==> src/rtl/sdram_frame_writer_pkg.sv <==
// Shared definitions for the SDRAM frame writer and a matching read-side fetcher.
// Latency: n/a (types and constants only).
// Backpressure: n/a.
package sdram_frame_writer_pkg;

    // Frame capture state encoding, shared with the display-side fetcher
    typedef enum logic [2:0] {
        ST_IDLE      = 3'd0,
        ST_WAIT_VS   = 3'd1,
        ST_LOAD      = 3'd2,
        ST_WAIT_LINE = 3'd3,
        ST_ACTIVE    = 3'd4,
        ST_DONE      = 3'd5
    } fw_state_e;

    // Sticky error flag bit positions
    localparam int ERR_SHORT  = 0;
    localparam int ERR_RESYNC = 1;
    localparam int ERR_W      = 2;

    // Any state other than IDLE counts as busy
    function automatic logic is_busy(input fw_state_e s);
        return (s != ST_IDLE);
    endfunction

endpackage

==> src/rtl/sdram_frame_writer_sync_edge_detect.sv <==
// Registered edge detector: samples the input, keeps the previous sample, flags one edge.
// Latency: edge_o is high for one cycle after the edge that registers the new level.
// Backpressure: none; free-running.
module sync_edge_detect #(
    parameter bit RISE = 1'b1
) (
    input  logic clk_i,
    input  logic rst_i,
    input  logic sig_i,
    output logic edge_o
);

    logic sig_q;
    logic prev_q;

    // Sample the input and keep one cycle of history
    always_ff @(posedge clk_i) begin
        if (rst_i) begin
            sig_q  <= 1'b0;
            prev_q <= 1'b0;
        end else begin
            sig_q  <= sig_i;
            prev_q <= sig_q;
        end
    end

    // Select rising or falling transition of the registered sample
    always_comb begin
        edge_o = RISE ? (sig_q & ~prev_q) : (~sig_q & prev_q);
    end

endmodule

==> src/rtl/sdram_frame_writer.sv <==
// Crops a sync-framed pixel stream to H_ACTIVE x V_ACTIVE and feeds SDRAM write port 1.
// Latency: pixel presented before edge n shows on WR1/WR1_DATA after edge n+1.
// Backpressure: none; the controller write FIFO must absorb every line burst.
module sdram_frame_writer
    import sdram_frame_writer_pkg::*;
#(
    parameter int DSIZE       = 16,
    parameter int H_ACTIVE    = 640,
    parameter int V_ACTIVE    = 480,
    parameter int CNT_W       = 12,
    parameter int LOAD_CYCLES = 2
) (
    input  logic              CLK,
    input  logic              RESET,
    input  logic              EN,
    input  logic              VS_IN,
    input  logic              HS_IN,
    input  logic              PIX_VALID,
    input  logic [DSIZE-1:0]  PIX_DATA,
    output logic [DSIZE-1:0]  WR1_DATA,
    output logic              WR1,
    output logic              WR1_LOAD,
    output logic [CNT_W-1:0]  X_CNT,
    output logic [CNT_W-1:0]  Y_CNT,
    output logic              FRAME_DONE,
    output logic [7:0]        FRAME_CNT,
    output logic [ERR_W-1:0]  ERR,
    output logic              BUSY
);

    // Load-pulse counter wide enough to reach LOAD_CYCLES
    localparam int LC_W = (LOAD_CYCLES < 2) ? 1 : $clog2(LOAD_CYCLES + 1);

    logic              vs_rise;
    logic              hs_fall;

    // Input stage, aligned with the edge detectors' sampling register
    logic              hs_q;
    logic              pix_vld_q;
    logic [DSIZE-1:0]  pix_dat_q;
    logic              en_q;

    fw_state_e         state_q;
    logic [LC_W-1:0]   load_cnt_q;
    logic [CNT_W-1:0]  x_cnt_q;
    logic [CNT_W-1:0]  y_cnt_q;
    logic              wr1_q;
    logic [DSIZE-1:0]  wr1_dat_q;
    logic              wr1_load_q;
    logic              frame_done_q;
    logic [7:0]        frame_cnt_q;
    logic [ERR_W-1:0]  err_q;

    logic              x_room_d;
    logic              pix_take_d;
    logic [CNT_W-1:0]  y_cnt_d;
    logic              en_rise_d;

    sync_edge_detect #(.RISE(1'b1)) u_vs_edge (
        .clk_i  (CLK),
        .rst_i  (RESET),
        .sig_i  (VS_IN),
        .edge_o (vs_rise)
    );

    sync_edge_detect #(.RISE(1'b0)) u_hs_edge (
        .clk_i  (CLK),
        .rst_i  (RESET),
        .sig_i  (HS_IN),
        .edge_o (hs_fall)
    );

    // Register line level, pixel qualifier/data and enable alongside the sync edges
    always_ff @(posedge CLK) begin
        if (RESET) begin
            hs_q      <= 1'b0;
            pix_vld_q <= 1'b0;
            pix_dat_q <= '0;
            en_q      <= 1'b0;
        end else begin
            hs_q      <= HS_IN;
            pix_vld_q <= PIX_VALID;
            pix_dat_q <= PIX_DATA;
            en_q      <= EN;
        end
    end

    // Pixel acceptance, next line count and enable rising edge
    always_comb begin
        x_room_d   = (x_cnt_q < CNT_W'(H_ACTIVE));
        pix_take_d = hs_q & pix_vld_q & x_room_d;
        y_cnt_d    = y_cnt_q + 1'b1;
        en_rise_d  = EN & ~en_q;
    end

    // Frame FSM with crop counters, write strobes and sticky error flags
    always_ff @(posedge CLK) begin
        if (RESET) begin
            state_q      <= ST_IDLE;
            load_cnt_q   <= '0;
            x_cnt_q      <= '0;
            y_cnt_q      <= '0;
            wr1_q        <= 1'b0;
            wr1_dat_q    <= '0;
            wr1_load_q   <= 1'b0;
            frame_done_q <= 1'b0;
            frame_cnt_q  <= '0;
            err_q        <= '0;
        end else begin
            // Strobes are single-cycle unless a state re-asserts them
            wr1_q        <= 1'b0;
            wr1_load_q   <= 1'b0;
            frame_done_q <= 1'b0;

            // Re-enabling capture clears the sticky flags; a new error this cycle still wins
            if (en_rise_d) begin
                err_q <= '0;
            end

            case (state_q)
                ST_IDLE: begin
                    if (EN) begin
                        state_q <= ST_WAIT_VS;
                    end
                end

                ST_WAIT_VS: begin
                    if (!EN) begin
                        state_q <= ST_IDLE;
                    end else if (vs_rise) begin
                        state_q    <= ST_LOAD;
                        wr1_load_q <= 1'b1;
                        load_cnt_q <= LC_W'(1);
                        x_cnt_q    <= '0;
                        y_cnt_q    <= '0;
                    end
                end

                // Hold the address reload for LOAD_CYCLES clocks; pixels are dropped here
                ST_LOAD: begin
                    if (load_cnt_q == LC_W'(LOAD_CYCLES)) begin
                        state_q <= ST_WAIT_LINE;
                    end else begin
                        wr1_load_q <= 1'b1;
                        load_cnt_q <= load_cnt_q + 1'b1;
                    end
                end

                ST_WAIT_LINE: begin
                    if (vs_rise) begin
                        // Frame sync arrived mid-frame: restart without reporting completion
                        err_q[ERR_RESYNC] <= 1'b1;
                        state_q           <= ST_LOAD;
                        wr1_load_q        <= 1'b1;
                        load_cnt_q        <= LC_W'(1);
                        x_cnt_q           <= '0;
                        y_cnt_q           <= '0;
                    end else if (hs_q) begin
                        state_q <= ST_ACTIVE;
                        if (pix_take_d) begin
                            wr1_q     <= 1'b1;
                            wr1_dat_q <= pix_dat_q;
                            x_cnt_q   <= x_cnt_q + 1'b1;
                        end
                    end
                end

                ST_ACTIVE: begin
                    if (vs_rise) begin
                        err_q[ERR_RESYNC] <= 1'b1;
                        state_q           <= ST_LOAD;
                        wr1_load_q        <= 1'b1;
                        load_cnt_q        <= LC_W'(1);
                        x_cnt_q           <= '0;
                        y_cnt_q           <= '0;
                    end else if (hs_fall) begin
                        // A short line is flagged but still occupies a line slot
                        if (!x_room_d) begin
                            state_q <= state_q;
                        end else begin
                            err_q[ERR_SHORT] <= 1'b1;
                        end
                        x_cnt_q <= '0;
                        y_cnt_q <= y_cnt_d;
                        if (y_cnt_d == CNT_W'(V_ACTIVE)) begin
                            state_q      <= ST_DONE;
                            frame_done_q <= 1'b1;
                            frame_cnt_q  <= frame_cnt_q + 1'b1;
                        end else begin
                            state_q <= ST_WAIT_LINE;
                        end
                    end else if (pix_take_d) begin
                        wr1_q     <= 1'b1;
                        wr1_dat_q <= pix_dat_q;
                        x_cnt_q   <= x_cnt_q + 1'b1;
                    end
                end

                // A dropped enable takes effect only once the frame has finished
                ST_DONE: begin
                    state_q <= EN ? ST_WAIT_VS : ST_IDLE;
                end

                default: begin
                    state_q <= ST_IDLE;
                end
            endcase
        end
    end

    assign WR1_DATA   = wr1_dat_q;
    assign WR1        = wr1_q;
    assign WR1_LOAD   = wr1_load_q;
    assign X_CNT      = x_cnt_q;
    assign Y_CNT      = y_cnt_q;
    assign FRAME_DONE = frame_done_q;
    assign FRAME_CNT  = frame_cnt_q;
    assign ERR        = err_q;
    assign BUSY       = is_busy(state_q);

endmodule

==> config.mk <==
export PLATFORM = sky130hd
export DESIGN_NAME = sdram_frame_writer
export DESIGN_NICKNAME = d
export VERILOG_FILES = /design/src/rtl/sdram_frame_writer_pkg.sv /design/src/rtl/sdram_frame_writer_sync_edge_detect.sv /design/src/rtl/sdram_frame_writer.sv
export SDC_FILE = /design/constraint.sdc
export NUM_CORES = 1
export LEC_CHECK = 0
export ABC_AREA = 1
export CAP_MARGIN = 0
export CORE_UTILIZATION = 46
export CTS_CLUSTER_DIAMETER = 60
export DETAILED_ROUTE_END_ITERATION = 12
export PLACE_DENSITY = 0.76
export SKIP_CTS_REPAIR_TIMING = 1
export SLEW_MARGIN = 20
export SYNTH_ARGS = -nofsm -noshare
export SYNTH_HDL_FRONTEND = slang
export SYNTH_HIERARCHICAL = 1
export SYNTH_SLANG_ARGS = --single-unit
==> constraint.sdc <==
create_clock -name CLK -period 1.7 [get_ports CLK]
set_input_delay 0.34 -clock CLK [delete_from_list [all_inputs] [get_ports CLK]]
set_output_delay 0.34 -clock CLK [all_outputs]
set_load 0.005 [all_outputs]
==> metrics.txt <==
internal power 2.96 mW; Data arrival, critical path 2.03 ns; die width 91.2 um; Tcrit/Tclk final 107%; RSZ-0062 raised after global routing true; Seq pwr share 49.4%; Initial DRT Pass Iterations 4; clock buffer depth 2; die height 91.2 um; synthesized instance count 490; top post-synthesis cells by area dfxtp_1 (44%), inv_1 (8.4%), nand2_1 (8.3%); transition time at the pin with the least slew margin 0.457 ns; post-synthesis mux area share 0%; HPWL after DPL 5.76 mm; status finished, violations left; Crit path buffers/inverters 1; Max Freq 552 MHz; Synth Area in XOR/XNOR 1.88%; area delta synth->final 44.2%; final hold vios 0; Yosys Warn Count 6; largest family of logic cells by synthesized area simple AND/OR/NAND/NOR gates; Slowest Stage Delay on Critical Path 0.36 ns; Netlist cell types 39; vias per std cell 4.90; area of the core 7690 um2; later-pin clock latency in the skew report 0.35 ns; CTS root buffer clkbuf_8; Post-Syn Area 3660 um2; Clk pwr share 35.0%; Vias 3,448; register bit count reported by yosys 81; power density over cell area 785 nW/um2; setup_tns -0.443 ns; top cell type's share of synthesized area 44.4%; I/O pin total 76; WL/cell 12.5 um; port buffer count 75; vias in the first global route 3,075; area occupied by multi-input gates 1850 um2; Initial Util 47.6%; Non-Filler Instances 703; Syn Area/Cell 7.46 um2; max-cap viol count 0; most common flop cell mapped by yosys dfxtp_1; combinational fraction of design power 15.6%; crit path max fanout 5; Inserted Diodes 0; global-route wire length before repair 13.4 mm; dominant cell by count in the synthesized netlist inv_1; most numerous cell on the critical path nand2_2; number of clock sinks 81; Crit Path Class reg2reg; simple-gate share of the synthesized area 29.7%; synth cell count leaders inv_1 (82), dfxtp_1 (81), nand2_1 (81); Routability Congestion 0.886; final worst slack -0.112 ns; worst vdd ir 570 uV; violated checks setup timing; Tot GR Track Use 19.7%; largest net degree at the start of global routing 36; final slew viol count 0; clk_skew 0.0101 ns; filler instances 620; max_slew headroom 69.4%; Rows 32; fin nets 623; switching pwr 1.18 mW; Worst setup EP type flip-flop; Reg clk slew, reported paths 0.09 ns; Setup violations, final 6; Syn Nets 517; post-synthesis adder-cell area fraction 1.71%; Seq/Total Area, Yosys 44.4%; LEAKAGE 2.26 nW; CTS tree built; Crit-path slowest cell dfxtp_2; cell taking the most area after synthesis dfxtp_1; WL final 8.77 mm; DRC viols 0; crit path launch type flip-flop; EDFF count, synth 0; Routed Antenna Nets 0; Crit path max-delay family simple AND/OR/NAND/NOR gates; FFs w/ async S/R, synth 0%; DIE AREA 8310 um2; Placed Cells 681; post-layout min period 1.81 ns; antenna violations before repair 0; layout cells sized above 1 25.6%; Num CTS Buffers 9; initial DRC count 132; worst-path cell chain buf_4 > nand3_2 > nor2_2 > nand2_2 > xnor2_2 > nor2_1 > nand2_2 > nor2_4 > nand3_4 > nand2_1 > a21oi_1; sw frac 28.6%; grt total ovfl 0; Hold Crit Class in2reg; H-tree depth 3; Critical Path RT 1.92 ns; complex-gate fraction of the synthesized area 11.2%; Register Area 1650 um2
## power by group through the flow
stage	sequential (mW)	combinational, mW	clock, mW
floorplan	2.05	0.335	0
global placement	2.06	0.564	0
detailed placement	2.06	0.583	0
CTS	2.02	0.590	1.47
global route	2.05	0.714	1.55
finish	2.04	0.646	1.45
## layer usage
metal  part of all wire, %  GRT usage [%]  wire, um  up-vias
met2                    50           33.5      4390       84
met5                     0              0         0        -
met3                   4.0           4.77       352       14
li1                      -              -         -     1751
met1                    44           24.0      3880     1599
met4                   1.7           7.41       145        0
## per-stage QoR
stage | power (mW) | hold WS (ns) | utilization, % | cell area (um2) | setup WS [ns]
2_1_floorplan | 2.39 | 0.407 | - | 3670 | 0.0366
3_3_place_gp | 2.63 | 0.424 | 61.3 | 4720 | -0.262
3_5_place_dp | 2.65 | 0.433 | 61.3 | 4720 | -0.286
4_1_cts | 4.08 | 0.354 | 64.0 | 4920 | -0.132
5_1_grt | 4.32 | 0.375 | 68.6 | 5270 | -0.245
6_report | 4.14 | 0.370 | 68.6 | 5270 | -0.112
## cell type report
cell class / count / area share, %
timing repair buffer: 108 / 20.6
clock inverter: 7 / 1.50
clock buffer: 9 / 2.35
sequential: 81 / 31.3
inverter: 93 / 6.67
tap: 102 / 2.42
multi-input combinational: 303 / 35.2
## path summary, 6_finish.rpt
path	cells past startpoint	to	slack, ns	from
max	11	FRAME_CNT[6]	-0.11	Y_CNT[1]
min	2	u_vs_edge/prev_q	0.37	RESET
max reg2reg	11	FRAME_CNT[6]	-0.11	Y_CNT[1]
min reg2reg	2	X_CNT[11]	0.45	X_CNT[11]
## flip-flops by register name, indices dropped and copies added (netlist names), 2 cells and up
name,cells
FRAME_CNT,8
WR1_DATA,16
state_q,3
load_cnt_q,2
ERR,2
X_CNT,12
pix_dat_q,16
Y_CNT,12
## placed cells by master (no fill, tap or decap), types with 6 or more instances in the layout
master and n:
nand2_1 70, nor2_2 9, clkbuf_8 9, dfxtp_2 14, buf_4 27, dlymetal6s2s_1 6
nor3_1 6, a211oi_2 13, a21oi_1 28, o21ai_0 13, nor2_4 13, nand4_1 12
inv_2 13, dfxtp_1 64, nand3_1 12, nand2_2 14, clkdlybuf4s50_1 68, inv_1 79
nor2_1 64, nand3_2 6
## cells by family after synthesis
group / Yosys count
simple gates: 222
buf+inv: 106
flops: 81
compound gates: 69
xor+xnor: 7
fa+ha+maj: 5
Note: power is estimated with default switching activity, not from simulation.
